===== src/rtl/vending_pkg.sv =====
// Shared encodings for the vending_credit slice: FSM states, coin codes and
// the parameter legality check used at elaboration.
package vending_pkg;

    typedef enum logic [1:0] {
        IDLE    = 2'd0,
        COLLECT = 2'd1,
        VEND    = 2'd2,
        CHANGE  = 2'd3
    } state_t;

    localparam logic [1:0] COIN_NONE = 2'd0;
    localparam logic [1:0] COIN_1    = 2'd1;
    localparam logic [1:0] COIN_2    = 2'd2;
    localparam logic [1:0] COIN_3    = 2'd3;

    // Every amount must be a nonzero multiple of the change unit, and the
    // largest credit reachable (one unit short of the price plus the biggest
    // coin) must fit in the credit register.
    function automatic bit params_legal(input int price, input int c1, input int c2,
                                        input int c3, input int unit, input int width);
        int max_coin;
        bit ok;
        max_coin = (c1 > c2) ? c1 : c2;
        max_coin = (c3 > max_coin) ? c3 : max_coin;
        ok = (unit > 0) && (price > 0) && (c1 > 0) && (c2 > 0) && (c3 > 0);
        if (ok) begin
            ok = ((price % unit) == 0) && ((c1 % unit) == 0) &&
                 ((c2 % unit) == 0) && ((c3 % unit) == 0);
            ok = ok && ((price - unit + max_coin) < (1 << width));
        end
        return ok;
    endfunction

endpackage


===== src/rtl/coin_value_dec.sv =====
// Combinational coin-code to money-value decoder for the vending_credit slice.
module coin_value_dec
    import vending_pkg::*;
#(
    parameter int CREDIT_W  = 6,
    parameter int COIN1_VAL = 5,
    parameter int COIN2_VAL = 10,
    parameter int COIN3_VAL = 25
) (
    input  logic [1:0]          i_coin,
    output logic [CREDIT_W-1:0] o_value
);

    always_comb begin
        o_value = '0;
        case (i_coin)
            COIN_1:  o_value = CREDIT_W'(COIN1_VAL);
            COIN_2:  o_value = CREDIT_W'(COIN2_VAL);
            COIN_3:  o_value = CREDIT_W'(COIN3_VAL);
            default: o_value = '0;
        endcase
    end

endmodule


===== src/rtl/vending_credit.sv =====
// Three-coin credit accumulator with vend pulse and unit change train.
// Optional sales counter output enabled by defining VEND_COUNT_EN.
module vending_credit
    import vending_pkg::*;
#(
    parameter int PRICE       = 15,
    parameter int COIN1_VAL   = 5,
    parameter int COIN2_VAL   = 10,
    parameter int COIN3_VAL   = 25,
    parameter int CHANGE_UNIT = 5,
    parameter int CREDIT_W    = 6
) (
    input  logic                clk,
    input  logic                rst,
    input  logic [1:0]          i_coin,
    input  logic                i_cancel,
    output logic                o_vend,
    output logic                o_change_pulse,
    output logic                o_coin_reject,
    output logic                o_busy,
    output logic [CREDIT_W-1:0] o_credit,
`ifdef VEND_COUNT_EN
    output logic [15:0]         o_vend_count,
`endif
    output state_t              o_state
);

    if (!params_legal(PRICE, COIN1_VAL, COIN2_VAL, COIN3_VAL, CHANGE_UNIT, CREDIT_W))
    begin : g_param_check
        $error("vending_credit: illegal PRICE/COINn_VAL/CHANGE_UNIT/CREDIT_W combination");
    end

    localparam logic [CREDIT_W-1:0] L_PRICE = CREDIT_W'(PRICE);
    localparam logic [CREDIT_W-1:0] L_UNIT  = CREDIT_W'(CHANGE_UNIT);

    state_t              r_state;
    logic [CREDIT_W-1:0] r_credit;
    logic                r_coin_reject;
    logic [CREDIT_W-1:0] w_coin_val;
    logic [CREDIT_W-1:0] w_sum;

    coin_value_dec #(
        .CREDIT_W  (CREDIT_W),
        .COIN1_VAL (COIN1_VAL),
        .COIN2_VAL (COIN2_VAL),
        .COIN3_VAL (COIN3_VAL)
    ) u_coin_dec (
        .i_coin  (i_coin),
        .o_value (w_coin_val)
    );

    // Cannot overflow: legal parameters bound credit + coin below 2**CREDIT_W.
    assign w_sum = r_credit + w_coin_val;

    always_ff @(posedge clk) begin
        if (rst) begin
            r_state       <= IDLE;
            r_credit      <= '0;
            r_coin_reject <= 1'b0;
        end else begin
            r_coin_reject <= 1'b0;
            case (r_state)
                IDLE, COLLECT: begin
                    // Cancel wins over a completed price: a same-cycle coin is
                    // credited, then everything is refunded.
                    if (i_cancel) begin
                        r_credit <= w_sum;
                        r_state  <= (w_sum != '0) ? CHANGE : IDLE;
                    end else if (i_coin != COIN_NONE) begin
                        r_credit <= w_sum;
                        r_state  <= (w_sum >= L_PRICE) ? VEND : COLLECT;
                    end
                end
                VEND: begin
                    r_coin_reject <= (i_coin != COIN_NONE);
                    r_credit      <= r_credit - L_PRICE;
                    r_state       <= (r_credit == L_PRICE) ? IDLE : CHANGE;
                end
                CHANGE: begin
                    r_coin_reject <= (i_coin != COIN_NONE);
                    r_credit      <= r_credit - L_UNIT;
                    if (r_credit == L_UNIT) begin
                        r_state <= IDLE;
                    end
                end
                default: begin
                    r_state  <= IDLE;
                    r_credit <= '0;
                end
            endcase
        end
    end

`ifdef VEND_COUNT_EN
    logic [15:0] r_vend_count;

    always_ff @(posedge clk) begin
        if (rst) begin
            r_vend_count <= '0;
        end else if ((r_state == VEND) && (r_vend_count != 16'hFFFF)) begin
            r_vend_count <= r_vend_count + 16'd1;
        end
    end

    assign o_vend_count = r_vend_count;
`endif

    assign o_vend         = (r_state == VEND);
    assign o_change_pulse = (r_state == CHANGE);
    assign o_busy         = (r_state == VEND) || (r_state == CHANGE);
    assign o_coin_reject  = r_coin_reject;
    assign o_credit       = r_credit;
    assign o_state        = r_state;

endmodule


===== config.mk =====
export PLATFORM = sky130hd
export DESIGN_NAME = vending_credit
export DESIGN_NICKNAME = d
export VERILOG_FILES = /design/src/rtl/vending_pkg.sv /design/src/rtl/coin_value_dec.sv /design/src/rtl/vending_credit.sv
export SDC_FILE = /design/constraint.sdc
export NUM_CORES = 1
export LEC_CHECK = 0
export CORE_UTILIZATION = 35
export CTS_CLUSTER_SIZE = 14
export DETAILED_ROUTE_END_ITERATION = 7
export GPL_TIMING_DRIVEN = 0
export HOLD_SLACK_MARGIN = 0.02
export PLACE_DENSITY_LB_ADDON = 0.08
export SLEW_MARGIN = 40
export SYNTH_ARGS = -nofsm -noshare
export SYNTH_HDL_FRONTEND = slang
export SYNTH_SLANG_ARGS = --single-unit

===== constraint.sdc =====
create_clock -name clk -period 2.2 [get_ports clk]
set_input_delay 0.33 -clock clk [delete_from_list [all_inputs] [get_ports clk]]
set_output_delay 0.33 -clock clk [all_outputs]
set_load 0.005 [all_outputs]

==> Word-level counts from Yosys, hierarchy flattened <==
Index checks and enable logic that the tools add are counted.
{ "totals": {"input_bits": 5, "register_bits": 9, "out_inout_bits": 12} }
{ "op_classes": {"muxes": 11, "reduce_logical": 8, "add_sub_neg": 3, "bitwise_logic": 1, "order_cmp": 1, "eq_ne": 10} }
{ "op_table": {"columns": ["op", "n"], "rows": [
  ["6-bit case mux with 3 select lines", 1],
  ["5-bit case mux with 3 select lines", 1],
  ["2-bit 2-to-1 mux", 6],
  ["6-bit 2-to-1 mux", 2],
  ["2-bit == test (second input constant)", 4],
  ["6-bit adder", 1],
  ["6-bit by 3-bit == test with 1-bit output (second input constant)", 1],
  ["6-bit by 4-bit == test with 1-bit output (second input constant)", 1],
  ["6-bit by 4-bit >= comparator with 1-bit output (second input constant)", 1],
  ["2-bit case mux with 3 select lines", 1],
  ["6-bit nonzero test", 1],
  ["2-bit OR reduction", 3],
  ["6-bit by 3-bit subtractor with 6-bit output (second input constant)", 1],
  ["6-bit by 4-bit subtractor with 6-bit output (second input constant)", 1],
  ["2-bit by 1-bit == test with 1-bit output (second input constant)", 2],
  ["3-bit inequality test (second input constant)", 1],
  ["2-bit logical NOT", 1],
  ["2-bit by 1-bit inequality test with 1-bit output (second input constant)", 1],
  ["2-bit AND reduction", 1],
  ["2-bit nonzero test", 1],
  ["1-bit logical OR", 1],
  ["1-bit NOT", 1]
]} }

==> Logic depth before layout (Yosys ltp) <==
Gate-level depths: netlist of the first run.
{ "depth": {"word_depth": 8, "ltp_mapped": 8, "ltp_nobuf": 7} }

==> Modules after synthesis <==
From an unflattened synthesis of the first run, not the netlist that was laid out.
{ "unflattened": {"hier_cells": 120, "hier_area_um2": 904.6} }
{ "by_module_without_submodules": {"columns": ["module", "cells_per_inst", "area_per_inst_um2", "instances", "seq_area_each_um2"], "rows": [
  ["vending_credit", 113, 863.3, 1, 180.2],
  ["coin_value_dec", 7, 41.3, 1, 0.0]
]} }

==> Least setup slack after synthesis of the first run <==
OpenSTA, ideal clock, no wires.
{ "synth_path": {"path_type": "flip-flop to flip-flop", "from": "register r_credit[0], in the netlist o_credit[0]", "to": "register r_state[0], in the netlist o_state[0]", "path_stages_with_launch": 8, "arrival_time_ns": 2.126, "n_path_buf": 0, "setup_slack_ns": -0.048, "t_required_ns": 2.078, "path_cell_list": "dfxtp_1 > ha_1 > fa_1 > xor2_1 > nor4b_1 > mux2i_1 > a211o_1 > a221o_1"} }
{ "synth_between": {"elab_chain_cells": 6} }
{ "synth_lines": {"columns": ["element", "line", "rtl"], "rows": [
  ["start: declaration", "vending_credit.sv:37", "logic [CREDIT_W-1:0] r_credit;"],
  ["start signal: assignment", "vending_credit.sv:67", "r_credit <= w_sum;"],
  ["start signal: assignment", "vending_credit.sv:70", "r_credit <= w_sum;"],
  ["start signal: assignment", "vending_credit.sv:76", "r_credit <= r_credit - L_PRICE;"],
  ["6-bit adder", "vending_credit.sv:53", "assign w_sum = r_credit + w_coin_val;"],
  ["6-bit by 4-bit >= comparator with 1-bit output", "vending_credit.sv:71", "r_state <= (w_sum >= L_PRICE) ? VEND : COLLECT;"],
  ["2-bit 2-to-1 mux", "vending_credit.sv:71", null],
  ["2-bit 2-to-1 mux", "vending_credit.sv:69", "end else if (i_coin != COIN_NONE) begin"],
  ["2-bit 2-to-1 mux", "vending_credit.sv:66", "if (i_cancel) begin"],
  ["2-bit case mux with 3 select lines", "vending_credit.sv:62", "case (r_state)"],
  ["end signal: assignment", "vending_credit.sv:68", "r_state <= (w_sum != '0) ? CHANGE : IDLE;"],
  ["end signal: assignment", "vending_credit.sv:71", null],
  ["end signal: assignment", "vending_credit.sv:77", "r_state <= (r_credit == L_PRICE) ? IDLE : CHANGE;"],
  ["end: declaration", "vending_credit.sv:36", "state_t r_state;"]
]} }
Several ways; a longest one is shown, not always the timed one. The select of a mux whose other input is x is not followed.
A chain may end at the register's enable or synchronous reset.

==> Final worst setup path of the first run <==
{ "layout_path": {"from": "input i_coin[1]", "to": "register r_state[0], in the netlist o_state[0]"} }
{ "layout_between": {"elab_chain_cells": 8} }
{ "layout_lines": {"columns": ["element", "line", "rtl"], "rows": [
  ["start: declaration", "vending_credit.sv:15", "input logic [1:0] i_coin,"],
  ["2-bit == test or 2-bit by 1-bit == test with 1-bit output (tied branches)", "coin_value_dec.sv:16", "case (i_coin)"],
  ["5-bit case mux with 3 select lines", "coin_value_dec.sv:16", null],
  ["6-bit adder", "vending_credit.sv:53", null],
  ["6-bit by 4-bit >= comparator with 1-bit output", "vending_credit.sv:71", null],
  ["2-bit 2-to-1 mux", "vending_credit.sv:71", null],
  ["2-bit 2-to-1 mux", "vending_credit.sv:69", null],
  ["2-bit 2-to-1 mux", "vending_credit.sv:66", null],
  ["2-bit case mux with 3 select lines", "vending_credit.sv:62", null]
]} }
Several ways; a longest one is shown, not always the timed one. The select of a mux whose other input is x is not followed.

==> results.json, run 1 <==
{
  "drive_gt1_share_pct": 20.0,
  "hpwl_mm": 1.81,
  "routed_wl_mm": 2.46,
  "ios": 17,
  "synth_cells": 116,
  "row_count": 18,
  "ctsHoldBuffers": 0,
  "final_core_util_pct": 50.8,
  "path_cells": "buf_2 > clkbuf_1 > ha_4 > buf_6 > a21o_1 > a21o_1 > or3_4 > a211o_1 > a221o_1",
  "grt_util_met1_pct": 26.0,
  "met2_usage_pct": 30.6,
  "cts_num_sinks": 9,
  "synth.top_cell.area_share_pct": 19.5,
  "end_kind": "register",
  "hold_class": "input port to register",
  "portBuffers": 16,
  "period_needed_ns": 2.18,
  "root_buffer": "clkbuf_4",
  "status": "finished, final reports clean",
  "vdd_drop_max_uv": 658,
  "grt_max_degree": 20,
  "worstPathArrival_ns": 2.33,
  "critPathKind": "input port to register",
  "ys_seq_area_share_pct": 19.5,
  "gp_congestion": 0.799,
  "core_area_mm2": 0.00248,
  "fillCellCount": 251,
  "initial_utilization_pct": 37.4,
  "skew_ns": 0.00458,
  "synth_edf_count": 0,
  "rsz0062_at_grt": "true",
  "p_leak_nw": 0.520,
  "viasPerCell": 5.56,
  "yosys_warnings": 0,
  "timing.hold.ws_ns": 0.504,
  "cts_tree": "done",
  "die_w_um": 53.4,
  "path_clk_slew_ns": 0.07,
  "cp_slowest_cell": "or3_4",
  "use_met3_pct": 3.74,
  "synth_most_common_cell": "nor2_1",
  "drc": 0,
  "layout-area-overhead-vs-synth_pct": 35.9,
  "dieArea_mm2": 0.00286,
  "cpPeakStageDelay_ns": 0.38,
  "synth_area_um2": 926,
  "dp_slack_ns": -0.730,
  "maxSlewHeadroom_pct": 63.9,
  "cts_made_buffers": 3,
  "finalCritPeriodShare_pct": 99.2,
  "grt_pass1_wl_mm": 3.99,
  "path_max_fanout": 8,
  "ys.flop_type": "dfxtp_1",
  "cts_max_path_buffers": 2,
  "globalRouteOverflowTotal": 0,
  "synthArstFlopShare_pct": 0,
  "synth.avg_cell_area_um2": 7.98,
  "syn-num-nets": 130,
  "htreeDepth": 1,
  "yosysTopAreaCell": "dfxtp_1",
  "fin_setup_tns_ns": 0,
  "drtIter0Drc": 21,
  "synth.ff_latch_count": 9,
  "wl_per_cell_um": 14.5,
  "clock_latency_ns": 0.26,
  "grt.total_usage_pct": 19.4,
  "cp_common_cell": "a21o_1",
  "firstDrtPassIters": 4,
  "worst_slack_ns": 0.0186,
  "grt_pass1_vias": 863,
  "die-height_um": 53.4,
  "vias": 946,
  "fmax_mhz": 458,
  "power_density_mw_per_mm2": 1150,
  "ys_types": 39,
  "max_cap_violations": 0,
  "antenna_found_initial": 0,
  "top_usage_layer": "met2",
  "antenna_cells": 0,
  "hold_viol": 0,
  "worstMarginPinSlew_ns": 0.537,
  "start_kind": "input port",
  "finalSetupViolations": 0,
  "required_ns": 2.35,
  "ys_top_cells_by_count": "nor2_1 (13), dfxtp_1 (9), ha_1 (8), o21ai_0 (8), a21oi_1 (7)",
  "ant_nets": 0,
  "ff2ff_setup_slack_ns": 0.04,
  "drv_slew": 0,
  "yosys-top-cells-area": "dfxtp_1 (19%), ha_1 (11%), nor2_1 (5.3%)",
  "final_nets": 155
}
[critical path, delay by kind of cell]
| kind | cells | cell delay [ns] |
|---|---|---|
| compound gates | 4 | 0.97 |
| buf+inv | 3 | 0.45 |
| simple gates | 1 | 0.38 |
| fa+ha+maj | 1 | 0.21 |
[cell usage in the layout, fill, tap and decap left out, types with 2 or more instances in the layout]
| cell | synthesis | routed |
|---|---|---|
| a211oi_1 | 6 | 6 |
| a21o_1 | 4 | 4 |
| a21oi_1 | 7 | 7 |
| a221o_1 | 2 | 2 |
| a22oi_1 | 3 | 3 |
| a31oi_1 | 2 | 2 |
| and2_1 | 2 | 2 |
| and3b_1 | 3 | 3 |
| buf_2 | 1 | 3 |
| buf_4 | 0 | 5 |
| buf_6 | 2 | 2 |
| clkbuf_1 | 6 | 5 |
| clkbuf_4 | 0 | 3 |
| clkdlybuf4s50_1 | 0 | 14 |
| dfxtp_1 | 9 | 6 |
| dfxtp_4 | 0 | 2 |
| ha_1 | 8 | 6 |
| ha_4 | 0 | 2 |
| inv_1 | 3 | 3 |
| mux2i_1 | 2 | 2 |
| nand2_1 | 4 | 4 |
| nand3_1 | 2 | 2 |
| nor2_1 | 13 | 13 |
| nor2b_1 | 4 | 3 |
| nor3_1 | 2 | 2 |
| o21ai_0 | 8 | 8 |
| xnor2_1 | 4 | 4 |
[worst paths after layout]
path,start,endpoint,cells after the start
hold reg to reg,o_credit[1]$_SDFFE_PP0P_,o_credit[1]$_SDFFE_PP0P_,2
setup / recovery,i_coin[1],o_state[0]$_SDFFE_PP0P_,9
setup reg to reg,o_credit[3]$_SDFFE_PP0P_,o_state[0]$_SDFFE_PP0P_,7
hold / removal,i_coin[1],o_coin_reject$_SDFF_PP0_,3
[cell type report]
cell class | instances | area (um^2) | share of cell area, %
tap | 30 | 37.5 | 2.98
multi-input combinational | 95 | 759 | 60.3
clock buffer | 4 | 26.3 | 2.09
buffer | 8 | 47.5 | 3.78
timing repair buffer | 21 | 188 | 14.9
sequential | 9 | 189 | 15.0
inverter | 3 | 11.3 | 0.895
[stage by stage]
step	cells	cell area (um^2)	total power, mW
detailed placement	162	1130	1.17
finish	170	1260	1.45
global placement	162	1130	1.15
floorplan	116	930	0.871
CTS	168	1200	1.37
global route	170	1260	1.57
[layer usage]
| layer | vias up | part of all wire, % |
|---|---|---|
| met5 | - | 0 |
| met3 | 2 | 2.9 |
| met2 | 18 | 46 |
| li1 | 480 | - |
| met1 | 446 | 50 |
| met4 | 0 | 0.85 |
[cells by family after synthesis]
group                    Yosys count  share of synthesized area, %
adder cells (fa/ha/maj)            9                          13.0
multiplexers                       3                          3.38
XOR/XNOR                           6                          5.68
AO/OA/AOI/OAI                     37                          26.5
buffers and inverters             12                          6.62
AND/OR/NAND/NOR                   40                          25.4
flip-flops                         9                          19.5
[repair_timing]
item,CTS,global route
cloned,0,0
buffers inserted,3,2
setup endpoints to repair,5,2
pin swaps,2,5
resized for setup,16,8
[power by group]
part | internal (mW) | switching, mW
logic | 0.524 | 0.474
clock network | 0.0700 | 0.0617
registers | 0.228 | 0.0871
[state kept, by name, summed over array words and instances, names as in the netlist]
register       count
o_coin_reject      1
o_credit           6
o_state            2
Power figures use the tool's default switching activity.
==> inputs of run 2 (changes only) <==
- CORE_MARGIN: not set -> 10
==> run 2 against run 1 <==
Against the previous run:
- the flow now finishes with violations (setup timing)
- register-to-register slack got worse by 0.03 ns
- final cell count fell by 1.8%
- total power fell by 4.1%
- core utilization fell by 1.4 points
- die area rose by 79%
- global-route usage fell by 9.0 points
- critical path depth fell by 1
- final area fell by 1.9%
==> results.json, run 2 (same netlist as run 1, synthesis figures left out) <==
{
  "worst-path-buf-inv": 1,
  "firstDrtPassIters": 4,
  "rsz0062_at_grt": "true",
  "power_density_mw_per_mm2": 1120,
  "finalCritPeriodShare_pct": 101,
  "min_from": "i_coin[1]",
  "maxSlewHeadroom_pct": 63.6,
  "antenna_found_initial": 0,
  "hold_viol": 0,
  "vdd_drop_max_uv": 526,
  "grt_pass1_wl_mm": 4.39,
  "antenna_cells": 0,
  "timing.hold.ws_ns": 0.489,
  "path_max_fanout": 6,
  "portBuffers": 16,
  "p_clk_share_pct": 10.0,
  "hold_class": "input port to register",
  "vias": 948,
  "drv_slew": 0,
  "power_frac_seq_pct": 23.5,
  "cts_made_buffers": 3,
  "cts_num_sinks": 9,
  "path_cells": "clkdlybuf4s15_2 > nor2b_2 > ha_1 > a21o_1 > and4_2 > or3_4 > a211o_1 > a221o_1",
  "fmax_mhz": 450,
  "htreeDepth": 1,
  "wl_per_cell_um": 15.7,
  "grt_pass1_vias": 913,
  "ctsHoldBuffers": 0,
  "comb_power_share_pct": 66.6,
  "p_leak_nw": 0.501,
  "critPathKind": "input port to register",
  "die-height_um": 71.4,
  "root_buffer": "clkbuf_4",
  "p_total_mw": 1.39,
  "dp_slack_ns": -0.740,
  "clock_latency_ns": 0.27,
  "finalSetupViolations": 1,
  "worst_slack_ns": -0.0208,
  "core_area_mm2": 0.00250,
  "p_sw_uw": 613,
  "r2r-start": "o_credit[0]$_SDFFE_PP0P_",
  "layout-area-overhead-vs-synth_pct": 33.4,
  "viasPerCell": 5.68,
  "gp_congestion": 0.772,
  "start_kind": "input port",
  "violations": "setup timing",
  "dieArea_mm2": 0.00510,
  "cp_slowest_cell": "or3_4",
  "path_clk_slew_ns": 0.07,
  "cpPeakStageDelay_ns": 0.34,
  "skew_ns": 0.00369,
  "placedCellCount": 162,
  "switching_share_pct": 44.2,
  "grt.total_usage_pct": 10.4,
  "final_common_cell": "clkdlybuf4s50_1",
  "fin_cells": 167,
  "end_kind": "register",
  "hpwl_mm": 1.95,
  "die_w_um": 71.4,
  "status": "finished with violations",
  "largest_reg_flops": 6,
  "ios": 17,
  "initial_utilization_pct": 37.0,
  "grt_max_degree": 12,
  "row_count": 18,
  "critical_path.top_delay_family": "compound AO/OA/AOI/OAI gates",
  "critical_path.startpoint": "i_coin[0]",
  "layout_common_cells": "clkdlybuf4s50_1 (14), nor2_1 (13), o21ai_0 (8)",
  "drtIter0Drc": 51,
  "ant_nets": 0,
  "drive_gt1_share_pct": 18.2,
  "routed_wl_mm": 2.63,
  "globalRouteOverflowTotal": 0,
  "cts_max_path_buffers": 2,
  "cts_tree": "done",
  "fillCellCount": 259,
  "period_needed_ns": 2.22,
  "worstMarginPinSlew_ns": 0.542,
  "intPower_uw": 774,
  "drc": 0,
  "max_cap_violations": 0,
  "required_ns": 2.36,
  "final_nets": 152,
  "worstPathArrival_ns": 2.38
}
run 2: layer usage:
layer | vias up | routed length, um | global-route usage (%)
met3 | 4 | 209 | 4.55
met4 | 0 | 25 | 2.58
met5 | - | 0 | 0
li1 | 472 | - | -
met1 | 453 | 1170 | 11.7
met2 | 19 | 1220 | 17.4
run 2: metrics by stage:
stage | TNS, ns | instance area (um^2) | utilization (%)
5_1_grt | -0.0548 | 1230 | 49.4
2_1_floorplan | 0 | 930 | -
6_report | -0.0208 | 1230 | 49.4
4_1_cts | -0.0237 | 1200 | 47.9
3_3_place_gp | -2.47 | 1130 | 45.1
3_5_place_dp | -2.69 | 1130 | 45.1
run 2: what timing repair did:
action	CTS	global route
gates cloned	0	0
resized for setup	17	6
pin swaps	2	1
setup endpoints to repair	6	3
buffers inserted	1	0
run 2: worst register-to-register path, stage by stage (launching register included):
cell     delay, ns
dfxtp_4       0.39
ha_4          0.19
fa_2          0.40
xor2_4        0.20
nor4b_2       0.22
mux2i_1       0.09
a211o_1       0.29
a221o_1       0.31
run 2: final cells by class:
class | count | area [um^2] | area share, %
multi-input combinational | 95 | 754 | 61.1
sequential | 9 | 189 | 15.3
timing repair buffer | 17 | 164 | 13.3
buffer | 9 | 52.6 | 4.26
tap | 30 | 37.5 | 3.04
clock buffer | 4 | 26.3 | 2.13
inverter | 3 | 11.3 | 0.912
run 2: worst paths after layout:
| path | to | slack [ns] | cells after the start |
|---|---|---|---|
| max | o_state[0]$_SDFFE_PP0P_ | -0.02 | 8 |
| min | o_coin_reject$_SDFF_PP0_ | 0.49 | 3 |
| max reg2reg | o_state[0]$_SDFFE_PP0P_ | 0.01 | 7 |
| min reg2reg | o_credit[0]$_SDFFE_PP0P_ | 0.57 | 1 |
run 2: power by group through the flow:
stage	registers [mW]	clock network [mW]	logic, mW
after detailed placement	0.315	0	0.855
after global routing	0.340	0.152	1.02
after global placement	0.314	0	0.842
after CTS	0.320	0.143	0.900
final	0.325	0.138	0.923
after floorplan	0.293	0	0.578
==> inputs of run 3 (changes only) <==
- CORE_UTILIZATION: 35 -> 46
==> run 3 against run 2 <==
Against the previous run:
- the run now ends clean
- non-clock buffer count is 3 higher
- first-iteration DRC count is 73% lower
- hold slack worse by 0.0040 ns
- fmax is 1.1% higher
- core utilization is 15 points higher
- largest cell class unchanged
- final area is 1.0% higher
==> results.json, run 3 (same netlist as run 1, synthesis figures left out) <==
{
  "place_area_mm2": 0.00112,
  "portBuffers": 16,
  "fmax_mhz": 455,
  "worstMarginPinSlew_ns": 0.563,
  "die_w_um": 64.9,
  "initial_utilization_pct": 47.7,
  "core_area_mm2": 0.00194,
  "grt_pass1_vias": 917,
  "max_cap_violations": 0,
  "final_nets": 155,
  "drtIter0Drc": 14,
  "p_leak_nw": 0.525,
  "rsz0062_at_grt": "true",
  "path_clk_slew_ns": 0.07,
  "end_kind": "register",
  "vdd_drop_max_uv": 748,
  "skew_ns": 0.00805,
  "die-height_um": 64.9,
  "design_area_mm2": 0.00125,
  "critPathKind": "register to register",
  "ant_nets": 0,
  "htreeDepth": 1,
  "period_needed_ns": 2.20,
  "status": "finished, final reports clean",
  "ios": 17,
  "seqCellArea_um2": 185,
  "p_total_mw": 1.45,
  "cts_tree": "done",
  "viasPerCell": 5.78,
  "root_buffer": "clkbuf_4",
  "multiInputGateArea_um2": 756,
  "row_count": 16,
  "drv_slew": 0,
  "top_usage_layer": "met2",
  "worst_slack_ns": 0.00438,
  "min_from": "i_coin[1]",
  "grt_pass1_wl_mm": 4.26,
  "fillCellCount": 175,
  "final_common_cell": "clkdlybuf4s50_1",
  "dieArea_mm2": 0.00421,
  "required_ns": 2.36,
  "vias": 966,
  "cts_made_buffers": 3,
  "cts_num_sinks": 9,
  "cts_max_path_buffers": 2,
  "r2r-start": "o_credit[1]$_SDFFE_PP0P_",
  "routed_wl_mm": 2.61,
  "grt_max_degree": 20,
  "met2_usage_pct": 20.0,
  "finalSetupViolations": 0,
  "gp_congestion": 0.866,
  "maxSlewHeadroom_pct": 62.2,
  "critical_path.startpoint": "o_credit[1]$_SDFFE_PP0P_",
  "hold_viol": 0,
  "grt_util_met1_pct": 14.7,
  "largest_reg_flops": 6,
  "antenna_found_initial": 0,
  "layout-area-overhead-vs-synth_pct": 34.7,
  "power_density_mw_per_mm2": 1160,
  "dp_slack_ns": -0.742,
  "antenna_cells": 0,
  "finalCritPeriodShare_pct": 99.8,
  "start_kind": "register",
  "hpwl_mm": 1.88,
  "globalRouteOverflowTotal": 0,
  "drc": 0,
  "grt.total_usage_pct": 12.2,
  "wl_per_cell_um": 15.6,
  "clock_latency_ns": 0.27,
  "drive_gt1_share_pct": 18.6,
  "firstDrtPassIters": 4,
  "layout_common_cells": "clkdlybuf4s50_1 (14), nor2_1 (13), o21ai_0 (8)",
  "worstPathArrival_ns": 2.36,
  "path_max_fanout": 10,
  "use_met3_pct": 5.84,
  "hold_class": "input port to register"
}
run 3: cell count changes in the layout (fill, tap and decap cells not counted), sizes merged:
cell	previous run	this run
buf	6	10
clkdlybuf4s15	1	0
run 3: path summary, 6_finish.rpt:
kind | endpoint | slack, ns | cells after the start
hold reg to reg | o_credit[0]$_SDFFE_PP0P_ | 0.64 | 2
setup reg to reg | o_state[0]$_SDFFE_PP0P_ | 0.004 | 6
hold / removal | o_coin_reject$_SDFF_PP0_ | 0.48 | 3
setup / recovery | o_state[0]$_SDFFE_PP0P_ | 0.004 | 6
run 3: metal layers:
metal / wire, um / up-vias
met5: 0 / -
met4: 0 / 0
met3: 190 / 0
met2: 1250 / 21
met1: 1170 / 463
li1: - / 482
run 3: where the power goes:
part / switching [mW] / internal (mW) / leakage [nW]
Combinational: 0.483 / 0.520 / 0.434
Sequential: 0.0882 / 0.224 / 0.0758
Clock: 0.0641 / 0.0702 / 0.0150
run 3: through the flow:
| step | instances | utilization [%] | hold slack (ns) | TNS [ns] |
|---|---|---|---|---|
| after floorplan | 116 | - | 0.493 | 0 |
| after global placement | 159 | 57.9 | 0.596 | -2.21 |
| after detailed placement | 159 | 57.9 | 0.581 | -2.41 |
| after CTS | 162 | 60.6 | 0.460 | -0.0265 |
| after global routing | 167 | 64.2 | 0.546 | -0.0657 |
| final | 167 | 64.2 | 0.485 | 0 |
run 3: worst max-delay path, stage by stage (launching register included):
cell	delay, ns
dfxtp_2	0.46
ha_1	0.27
a21o_1	0.19
and4_2	0.25
or3_4	0.34
a211o_1	0.29
a221o_1	0.29
run 3: final cells by class:
| cell class | instances | area share (%) |
|---|---|---|
| Sequential cell | 9 | 14.8 |
| Timing Repair Buffer | 21 | 15.0 |
| Tap cell | 27 | 2.71 |
| Clock buffer | 4 | 2.11 |
| Multi-Input combinational cell | 95 | 60.6 |
| Buffer | 8 | 3.81 |
| Inverter | 3 | 0.903 |
run 3: repair_timing:
action	4_1_cts	5_1_grt
pin swaps	1	5
gates cloned	0	0
resized for setup	15	7
endpoints found under the setup margin	6	2
setup buffers	0	5
hold buffers	0	0
